[src/rtl/mem_access_unit.sv]
// rtl/mem_access_unit.sv - M-stage load/store front end: alignment check, bus req/ack handshake, W-stage capture
module mem_access_unit #(
  parameter int TIMEOUT = 255,
  parameter int CNT_W   = 8
) (
  input  logic        clk,
  input  logic        rstn,
  input  logic        m_valid,
  input  logic        m_rd,
  input  logic        m_wr,
  input  logic [1:0]  m_size,
  input  logic [31:0] m_addr,
  input  logic [31:0] m_wdata,
  input  logic [2:0]  m_dmext_op,
  input  logic        flush,
  output logic        bus_req,
  output logic        bus_we,
  output logic [31:0] bus_addr,
  output logic [3:0]  bus_be,
  output logic [31:0] bus_wdata,
  input  logic [31:0] bus_rdata,
  input  logic        bus_ack,
  output logic        stall,
  output logic        exc,
  output logic [4:0]  exc_code,
  output logic [31:0] w_din,
  output logic [1:0]  w_addr_byte,
  output logic [2:0]  w_dmext_op,
  output logic        w_valid
);

  typedef enum logic {IDLE, BUSY} state_t;

  state_t           state, state_nx;
  logic [CNT_W-1:0] cnt;
  logic [1:0]       addr_byte_q;
  logic [2:0]       op_q;
  logic             dbe;
  logic             mem_op, misalign, start, expire;
  logic [3:0]       be_c;
  logic [31:0]      wdata_c;

  // During the bus-error cycle the aborted instruction is still in M; keep it from re-issuing.
  assign mem_op = m_valid & (m_rd | m_wr) & ~flush & ~dbe;
  assign start  = (state == IDLE) & mem_op & ~misalign;
  assign expire = (cnt == CNT_W'(TIMEOUT - 1)) & ~bus_ack;

  always_comb begin
    misalign = 1'b0;
    be_c     = 4'b0000;
    wdata_c  = m_wdata;
    case (m_size)
      2'b00: begin
        be_c    = 4'b0001 << m_addr[1:0];
        wdata_c = {4{m_wdata[7:0]}};
      end
      2'b01: begin
        misalign = m_addr[0];
        be_c     = m_addr[1] ? 4'b1100 : 4'b0011;
        wdata_c  = {2{m_wdata[15:0]}};
      end
      2'b10: begin
        misalign = |m_addr[1:0];
        be_c     = 4'b1111;
      end
      default: misalign = 1'b1;
    endcase
  end

  always_ff @(posedge clk or negedge rstn) begin
    if (!rstn) state <= IDLE;
    else       state <= state_nx;
  end

  always_comb begin
    state_nx = state;
    case (state)
      IDLE: if (start) state_nx = BUSY;
      BUSY: if (bus_ack || expire) state_nx = IDLE;
      default: state_nx = IDLE;
    endcase
  end

  always_comb begin
    stall    = 1'b0;
    exc      = 1'b0;
    exc_code = 5'd0;
    case (state)
      IDLE: begin
        stall = start;
        if (dbe) begin
          exc      = 1'b1;
          exc_code = 5'd7;
        end else if (mem_op && misalign) begin
          exc      = 1'b1;
          exc_code = m_rd ? 5'd4 : 5'd5;
        end
      end
      BUSY: stall = ~bus_ack;
      default: stall = 1'b0;
    endcase
  end

  always_ff @(posedge clk or negedge rstn) begin
    if (!rstn) begin
      bus_req     <= 1'b0;
      bus_we      <= 1'b0;
      bus_addr    <= '0;
      bus_be      <= '0;
      bus_wdata   <= '0;
      cnt         <= '0;
      addr_byte_q <= '0;
      op_q        <= '0;
      dbe         <= 1'b0;
      w_din       <= '0;
      w_addr_byte <= '0;
      w_dmext_op  <= '0;
      w_valid     <= 1'b0;
    end else begin
      w_valid <= 1'b0;
      dbe     <= 1'b0;
      case (state)
        IDLE: if (start) begin
          bus_req     <= 1'b1;
          bus_we      <= m_wr;
          bus_addr    <= {m_addr[31:2], 2'b00};
          bus_be      <= be_c;
          bus_wdata   <= wdata_c;
          cnt         <= '0;
          addr_byte_q <= m_addr[1:0];
          op_q        <= m_dmext_op;
        end
        BUSY: begin
          if (bus_ack) begin
            bus_req     <= 1'b0;
            w_din       <= bus_we ? 32'd0 : bus_rdata;
            w_addr_byte <= addr_byte_q;
            w_dmext_op  <= op_q;
            w_valid     <= 1'b1;
          end else if (expire) begin
            bus_req <= 1'b0;
            dbe     <= 1'b1;
          end else begin
            cnt <= cnt + 1'b1;
          end
        end
        default: ;
      endcase
    end
  end

endmodule
[config.mk]
export PLATFORM = sky130hd
export DESIGN_NAME = mem_access_unit
export DESIGN_NICKNAME = d
export VERILOG_FILES = /design/src/rtl/mem_access_unit.sv
export SDC_FILE = /design/constraint.sdc
export NUM_CORES = 1
export LEC_CHECK = 0
export BUFFER_PORTS_ARGS = -buffer_cell sky130_fd_sc_hd__buf_2
export CAP_MARGIN = 0
export CORE_AREA = 2 2 115 117
export DETAILED_ROUTE_END_ITERATION = 6
export DIE_AREA = 0 0 117 119
export PLACE_DENSITY = 0.85
export SLEW_MARGIN = 30
export SYNTH_ARGS = -nofsm -noshare
export SYNTH_HDL_FRONTEND = slang
export SYNTH_SLANG_ARGS = --single-unit
[constraint.sdc]
create_clock -name clk -period 2.6 [get_ports clk]
set_input_delay 0.39 -clock clk [delete_from_list [all_inputs] [get_ports clk]]
set_output_delay 0.39 -clock clk [all_outputs]
set_load 0.1 [all_outputs]
== Word level (Yosys, flattened, before mapping) ==
Cells that the tools add are included.
Operators by class
  equal/unequal tests: 7
  bitwise operators: 12
  multiplexer cells: 29
  reductions and logical operators: 8
  add/subtract/negate cells: 1
  shift operators: 1
Operator list (count)
  32-bit one-hot mux with 2 select lines: 1
  32-bit two-way mux: 1
  8-bit two-way mux: 3
  8-bit one-hot mux with 2 select lines: 1
  1-bit two-way mux: 14
  4-bit one-hot mux with 3 select lines: 1
  3-bit two-way mux: 3
  8-bit by 1-bit adder with 8-bit output (second input constant): 1
  8-bit == test (second input constant): 1
  1-bit bitwise AND: 6
  2-bit != test (second input constant): 3
  1-bit one-hot mux with 2 select lines: 3
  2-bit AND reduction: 3
  1-bit inverter: 5
  4-bit two-way mux: 1
  1-bit by 2-bit << shifter with 4-bit output (first input constant): 1
  3-bit by 2-bit != test with 1-bit output (second input constant): 1
  1-bit one-hot mux with 3 select lines: 1
  3-bit AND reduction: 1
  2-bit by 1-bit == test with 1-bit output (second input constant): 1
  2-bit == test (second input constant): 1
  2-bit zero test: 1
  2-bit OR reduction: 1
  1-bit logical AND: 1
  other kinds (2): 2
Storage, ports and cells
  bits of input ports: 108
  logic and storage cells: 72
  flip-flop bits (word level): 121
  output and inout port bits: 115

== Depth between registers and ports, before layout ==
Gate-level depths: netlist of the first run.
  word-level depth: 8
  gate-level depth with buffers: 6
  depth with buffers taken out: 6

== Least setup slack after synthesis of the first run ==
No wires, ideal clock.
  path kind: reg2out
  from: reg state
  to: out exc_code[0]
  arrival: 4816 ps
  required time: 2210 ps
  cell stages (with the launch flop): 5
  buffers on the path: 0
  slack: -2606 ps
  cell sequence: dfrtp_1 nor2_1 o211ai_2 o32ai_1 a21boi_1
On the way
  longest elaborated chain between the ends: 1
Ends and longest elaborated chain
  start: declaration: RTL line 34  | state_t state, state_nx;
  start signal: assignment: RTL line 72  | else state <= state_nx;
  3-bit two-way mux: RTL line 88  | case (state)
  end: declaration: RTL line 25  | output logic [4:0] exc_code,
No other way between the ends.

== Final worst setup path of the first run ==
Ends and elaborated chain as after synthesis.

==> metrics, run 1 <==
layout cells sized above 1=54.2%; Routed Antenna Nets=0; PwrDens=1410 nW/um^2; TritonRoute pass-1 iters=4; # Max-Cap Violations=0; mean post-synth cell area=12.9 um^2; CTS resizes=0; first-pass GRT wire length=20300 um; Fmax achieved=416 MHz; pre-CTS worst setup slack=476 ps; drt via density=~4.8; CTS H-tree lvls=4; Ports=223; number of diodes=0; CTS tree=yes; family with the most delay on the worst path=compound AO/OA/AOI/OAI gates; post-route design area=7600 um^2; Final Hold Violating Endpoints=0; DP Wirelength=just over 9000 um; R2R depth=5; Vias=4031; port bufs=between 200 and 250; RSZ-0062 raised after global routing=no; Setup Crit Path Kind=flop to output pin; worst-margin pin slew=632 ps; crit path launch type=flop; cell area after synthesis=5570 um^2; Slew Limit Headroom=57.9%; wire per inst=~15 um; vias in the first global route=4068; pin count of the biggest net entering global routing=122; Die H=119 um; fin nets=769; Worst Path Buf+Inv=1; static leakage=3.82 nW; Final Util=59.0%; minimum clock period=2400 ps; die area=between 10000 and 15000 um^2; GPL Wtd Cong=0.778; Max FO, Critical Path=9; final period utilization=92.5%; Core Area=12900 um^2; Setup crit end kind=output pin; Post-Route WL=12900 um; Post-Place Cell Area=6950 um^2; critical path's slowest cell=buf_2; Setup Buffers After CTS=0; Synth-to-Final Area Change=36.3%; Remaining DRCs=0; Clock Tree Root=clkbuf_16; total gr overflow=0; starting DRC count in detailed routing=96; CP Cell Sequence=nor2_4 > o211ai_4 > o32ai_4 > a21boi_4 > buf_2; Hold Path Class=input port to async pin; setup ws final=196 ps; register bit total from synthesis=around 120; Slowest Stage Delay on Critical Path=430 ps; Setup violations, final=0; post-synth cell types=39; GRT Util Overall=18.7%; row cnt=42; sequential fraction of the synthesis area=54.3%; Post-Syn Instances=432; Reg-to-Reg End=bus_addr[26]$_DFFE_PN0P_; Clk Latency, worst-skew pair=390 ps; initial core utilization=43.3%; Setup Skew=7.50 ps; Synth Warn #=0; Worst R2R Start=dbe$_DFF_PN0_; initial antenna violation count=0; CTS max path bufs=2; status=completed; total CTS buffers=17; CP arrival=approximately 2000 ps; CP Data Required Time=2210 ps; die width=117 um; IR drop worst, VDD=about 0.87 mV; setup slack, reg-to-reg=800 ps; Clk pin slew, worst setup/hold paths=60 ps; Clock Sinks=121; final slew viol count=0; Hold-fix buffers, CTS=0
==> Yosys cell counts <==
cell | instances | area [um^2]
nand3_1 | 3 | 15.0
mux2_1 | 1 | 11.3
mux2_2 | 21 | 236
o31ai_1 | 2 | 15.0
dfrtp_1 | 121 | 3030
mux2i_1 | 10 | 100
nor3_4 | 1 | 16.3
o21ai_4 | 1 | 16.3
nor2_1 | 7 | 26.3
buf_4 | 5 | 37.5
buf_2 | 3 | 15.0
buf_6 | 7 | 78.8
o22ai_1 | 2 | 12.5
a21boi_1 | 1 | 7.51
clkbuf_1 | 12 | 45.0
a21oi_1 | 6 | 30.0
o21ai_2 | 1 | 8.76
mux2_4 | 68 | 1020
nand2b_1 | 36 | 225
a21oi_2 | 1 | 8.76
o21ai_1 | 5 | 25.0
o211ai_2 | 1 | 12.5
ha_1 | 2 | 25.0
a41oi_1 | 2 | 17.5
conb_1 | 1 | 3.75
nand3b_1 | 1 | 7.51
inv_1 | 5 | 18.8
a21o_1 | 1 | 7.51
nor3_1 | 1 | 5.00
and3_1 | 1 | 6.26
a31oi_1 | 5 | 31.3
o21ai_0 | 45 | 225
nand4_1 | 1 | 6.26
o32ai_1 | 1 | 8.76
o21a_1 | 1 | 7.51
nor2b_1 | 3 | 18.8
nand2_1 | 45 | 169
nor2_8 | 1 | 20.0
buf_1 | 1 | 3.75
==> flip-flops by register name (all words and copies together) (netlist names) <==
signal       flops
cnt              8
bus_wdata       32
bus_addr        30
bus_we           1
bus_req          1
addr_byte_q      2
w_din           32
w_addr_byte      2
op_q             3
dbe              1
bus_be           4
state            1
w_dmext_op       3
w_valid          1
==> report_power, final <==
group	total, mW	leakage, nW	internal [mW]	switching (mW)
registers	2.75	1.50	2.42	0.326
clock network	2.57	0.311	1.71	0.857
logic	5.41	2.01	1.02	4.40
==> cell type report <==
type / instances / area [um^2]
fill: 1019 / 5280
clock buffer: 18 / 429
tap: 176 / 220
multi-input combinational: 281 / 2410
sequential: 121 / 3030
clock inverter: 14 / 223
inverter: 5 / 18.8
timing repair buffer: 233 / 1270
==> layer usage <==
layer / routed length [um] / share of wire [%] / GRT usage (%)
met1: 5560 / 43 / 23.4
met5: 0 / 0 / 0
met4: 82 / 0.64 / 4.19
met2: 6330 / 49 / 31.2
met3: 915 / 7.1 / 6.26
==> how the worst max path moves through the flow <==
stage,endpoint,from,depth (start not counted),slack (ps)
final,exc_code[0],state$_DFF_PN0_,5,200
after global routing,exc_code[0],state$_DFF_PN0_,5,80
after CTS,exc_code[0],state$_DFF_PN0_,5,170
after detailed placement,exc_code[0],flush,6,480
after global placement,exc_code[0],flush,6,490
after floorplan,exc_code[0],state$_DFF_PN0_,4,-120
==> placed cells by master (no fill, tap or decap), drive strengths merged <==
master,count
a21boi,1
a21o,1
a21oi,7
a31oi,5
a41oi,2
and3,1
buf,233
bufinv,5
clkbuf,18
clkinv,6
clkinvlp,2
conb,4
dfrtp,121
ha,2
inv,6
mux2,90
mux2i,10
nand2,45
nand2b,36
nand3,3
nand3b,1
nand4,1
nor2,8
nor2b,3
nor3,2
o211ai,1
o21a,1
o21ai,52
o22ai,2
o31ai,2
o32ai,1
==> metrics by stage <==
| stage | setup TNS, ps | power [mW] | cells | hold WS [ps] |
|---|---|---|---|---|
| after global placement | 0 | 8.14 | 816 | 458 |
| after floorplan | -115 | 7.30 | 435 | 94.4 |
| final | 0 | 10.7 | 848 | 90.0 |
| after detailed placement | 0 | 8.21 | 816 | 466 |
| after global routing | 0 | 11.1 | 848 | 151 |
| after CTS | 0 | 10.8 | 848 | 121 |
==> logic make-up after synthesis <==
| family | count (synthesis) | share of synthesized area (%) |
|---|---|---|
| adders and majority gates | 2 | 0.449 |
| muxes | 100 | 24.6 |
| and+or+nand+nor | 100 | 9.25 |
| AOI/OAI and AO/OA | 75 | 7.79 |
| buffers and inverters | 33 | 3.57 |
| other | 1 | 0.0673 |
| DFF | 121 | 54.3 |
(Power assumes the default switching activity.)
==> run 2: changes to the inputs <==
--- a/config.mk
+++ b/config.mk
@@ -7,10 +7,12 @@
 export LEC_CHECK = 0
 export BUFFER_PORTS_ARGS = -buffer_cell sky130_fd_sc_hd__buf_2
 export CAP_MARGIN = 0
-export CORE_AREA = 2 2 115 117
+export CELL_PAD_IN_SITES_DETAIL_PLACEMENT = 0
+export CELL_PAD_IN_SITES_GLOBAL_PLACEMENT = 1
+export CORE_AREA = 2 2 122 124
 export DETAILED_ROUTE_END_ITERATION = 6
-export DIE_AREA = 0 0 117 119
-export PLACE_DENSITY = 0.85
+export DIE_AREA = 0 0 124 126
+export PLACE_DENSITY = 0.94
 export SLEW_MARGIN = 30
 export SYNTH_ARGS = -nofsm -noshare
 export SYNTH_HDL_FRONTEND = slang
==> run 2 against run 1 <==
  * First-iteration DRC count increased by 70%
  * Combinational power about the same
  * Clock-buffer cell count unchanged
  * Via count increased by 1.8%
  * Routed wire length increased by 2.0%
  * Fmax decreased by 1.5%
  * Non-clock buffer count increased by 1
  * Sequential power about the same
  * Die area increased by 12%
  * Critical endpoint unchanged
  * Largest power group unchanged
==> metrics, run 2 (synthesized netlist as in run 1, its figures left out) <==
status=completed; family with the most delay on the worst path=compound AO/OA/AOI/OAI gates; WL met2=~6400 um; Routed Antenna Nets=0; Setup crit end kind=output pin; # Max-Cap Violations=0; Max FO, Critical Path=9; starting DRC count in detailed routing=163; Core Area=14300 um^2; row cnt=44; DP Wirelength=9710 um; crit path launch type=flop; Final Hold Violating Endpoints=0; switching portion of total power=between 50% and 60%; pre-CTS worst setup slack=440 ps; Pint=4.96 mW; Synth-to-Final Area Change=34.9%; Top Metal Used=met4; GRT Util Overall=17.0%; wire per inst=15.4 um; vias in the first global route=4095; Remaining DRCs=0; final period utilization=between 90% and 100%; Clock Sinks=121; Final Util=between 50% and 60%; Slew Limit Headroom=between 60 and 70%; CP Cell Sequence=nor2_4 > o211ai_4 > o32ai_4 > a21boi_4 > buf_2; Clk network pwr share=between 20% and 30%; Setup Crit Path Kind=flop to output pin; IR drop worst, VDD=0.723 mV; Regs by FF count=bus_wdata (32), w_din (32), bus_addr (30); Slowest Stage Delay on Critical Path=approximately 430 ps; fin nets=770; Reg-to-Reg End=bus_addr[18]$_DFFE_PN0P_; Fmax achieved=a little over 400 MHz; final setup TNS=0 ps; die area=15600 um^2; Worst R2R Start=dbe$_DFF_PN0_; Clk pin slew, worst setup/hold paths=60 ps; Ports=223; first-pass GRT wire length=20500 um; Hold Slack=214 ps; worst-margin pin slew=between 500 and 600 ps; M1 WL=approximately 5600 um; setup ws final=160 ps; CP arrival=2050 ps; Hold Path Class=input port to flop; R2R depth=5; pin count of the biggest net entering global routing=51; port bufs=218; RSZ-0062 raised after global routing=no; initial antenna violation count=0; leading cell type in the layout, fill and taps excluded=buf_2; Clock Tree Root=clkbuf_16; minimum clock period=2440 ps; Sw Pwr=5.54 mW; number of diodes=0; total gr overflow=0; Die H=126 um; Worst Setup EP=exc_code[0]; CP Data Required Time=2210 ps; WL met3=approximately 1000 um; CTS tree=yes; commonest cells after routing, fill and taps aside=217 x buf_2, 121 x dfrtp_1, 68 x mux2_4; critical path's slowest cell=buf_2; TritonRoute pass-1 iters=4; initial core utilization=between 30% and 40%; CTS H-tree lvls=4; Clk Latency, worst-skew pair=400 ps; PnR Total Power=10.5 mW; Setup Skew=between 4 and 5 ps; drt via density=4.79; Layout fillers=1249; Vias=4103; CTS max path bufs=2; Worst path depth=5; die width=124 um; GPL Wtd Cong=0.793; layout cells sized above 1=between 50% and 60%; Worst Path Buf+Inv=1; PwrDens=1400 nW/um^2; Post-Route WL=around 13000 um; final slew viol count=0; Comb power frac=51.6%; setup slack, reg-to-reg=730 ps; static leakage=3.79 nW; worst setup path start=state$_DFF_PN0_; sequential share of power=a little over a quarter; total CTS buffers=17; Setup violations, final=0
## run 2: worst min-delay path by stage
| stage | startpoint | endpoint | cells past startpoint |
|---|---|---|---|
| detailed placement | rstn | w_din[15]$_DFFE_PN0P_ | 1 |
| finish | m_addr[7] | bus_addr[7]$_DFFE_PN0P_ | 2 |
| global route | m_addr[23] | bus_addr[23]$_DFFE_PN0P_ | 2 |
| global placement | rstn | w_din[15]$_DFFE_PN0P_ | 1 |
| floorplan | rstn | addr_byte_q[0]$_DFFE_PN0P_ | 0 |
| CTS | m_addr[4] | bus_addr[4]$_DFFE_PN0P_ | 2 |
## run 2: timing repair
item	CTS	global route
buffers inserted	0	0
hold buffers	1	0
resized for setup	0	0
hold endpoints to repair	28	0
## run 2: layout make-up
cell class              count  area, um^2  area share [%]
flip-flops and latches    121        3030            40.3
multi-input cells         281        2410            32.1
repair buffers            234        1240            16.5
clock buffers              18         439            5.84
well taps                 184         230            3.06
clock inverters            13         154            2.05
inverters                   5        18.8           0.250
## run 2: power groups by stage
| stage | sequential, mW | combinational, mW | clock [mW] |
|---|---|---|---|
| 3_5_place_dp | 2.76 | 5.45 | 0 |
| 2_1_floorplan | 6.39 | 0.909 | 0 |
| 3_3_place_gp | 2.74 | 5.40 | 0 |
| 6_report | 2.75 | 5.42 | 2.33 |
| 4_1_cts | 2.75 | 5.45 | 2.39 |
| 5_1_grt | 2.82 | 5.58 | 2.48 |
## run 2: metal layers
layer / vias up / track usage (%)
met3: 16 / 5.25
li1: 1944 / -
met2: 155 / 28.2
met5: - / 0
met1: 1988 / 20.8
met4: 0 / 6.21
## run 2: metrics by stage
stage	area, um^2	std cells
3_5_place_dp	6920	824
6_report	7520	856
2_1_floorplan	5640	435
3_3_place_gp	6920	824
4_1_cts	7520	856
5_1_grt	7520	856
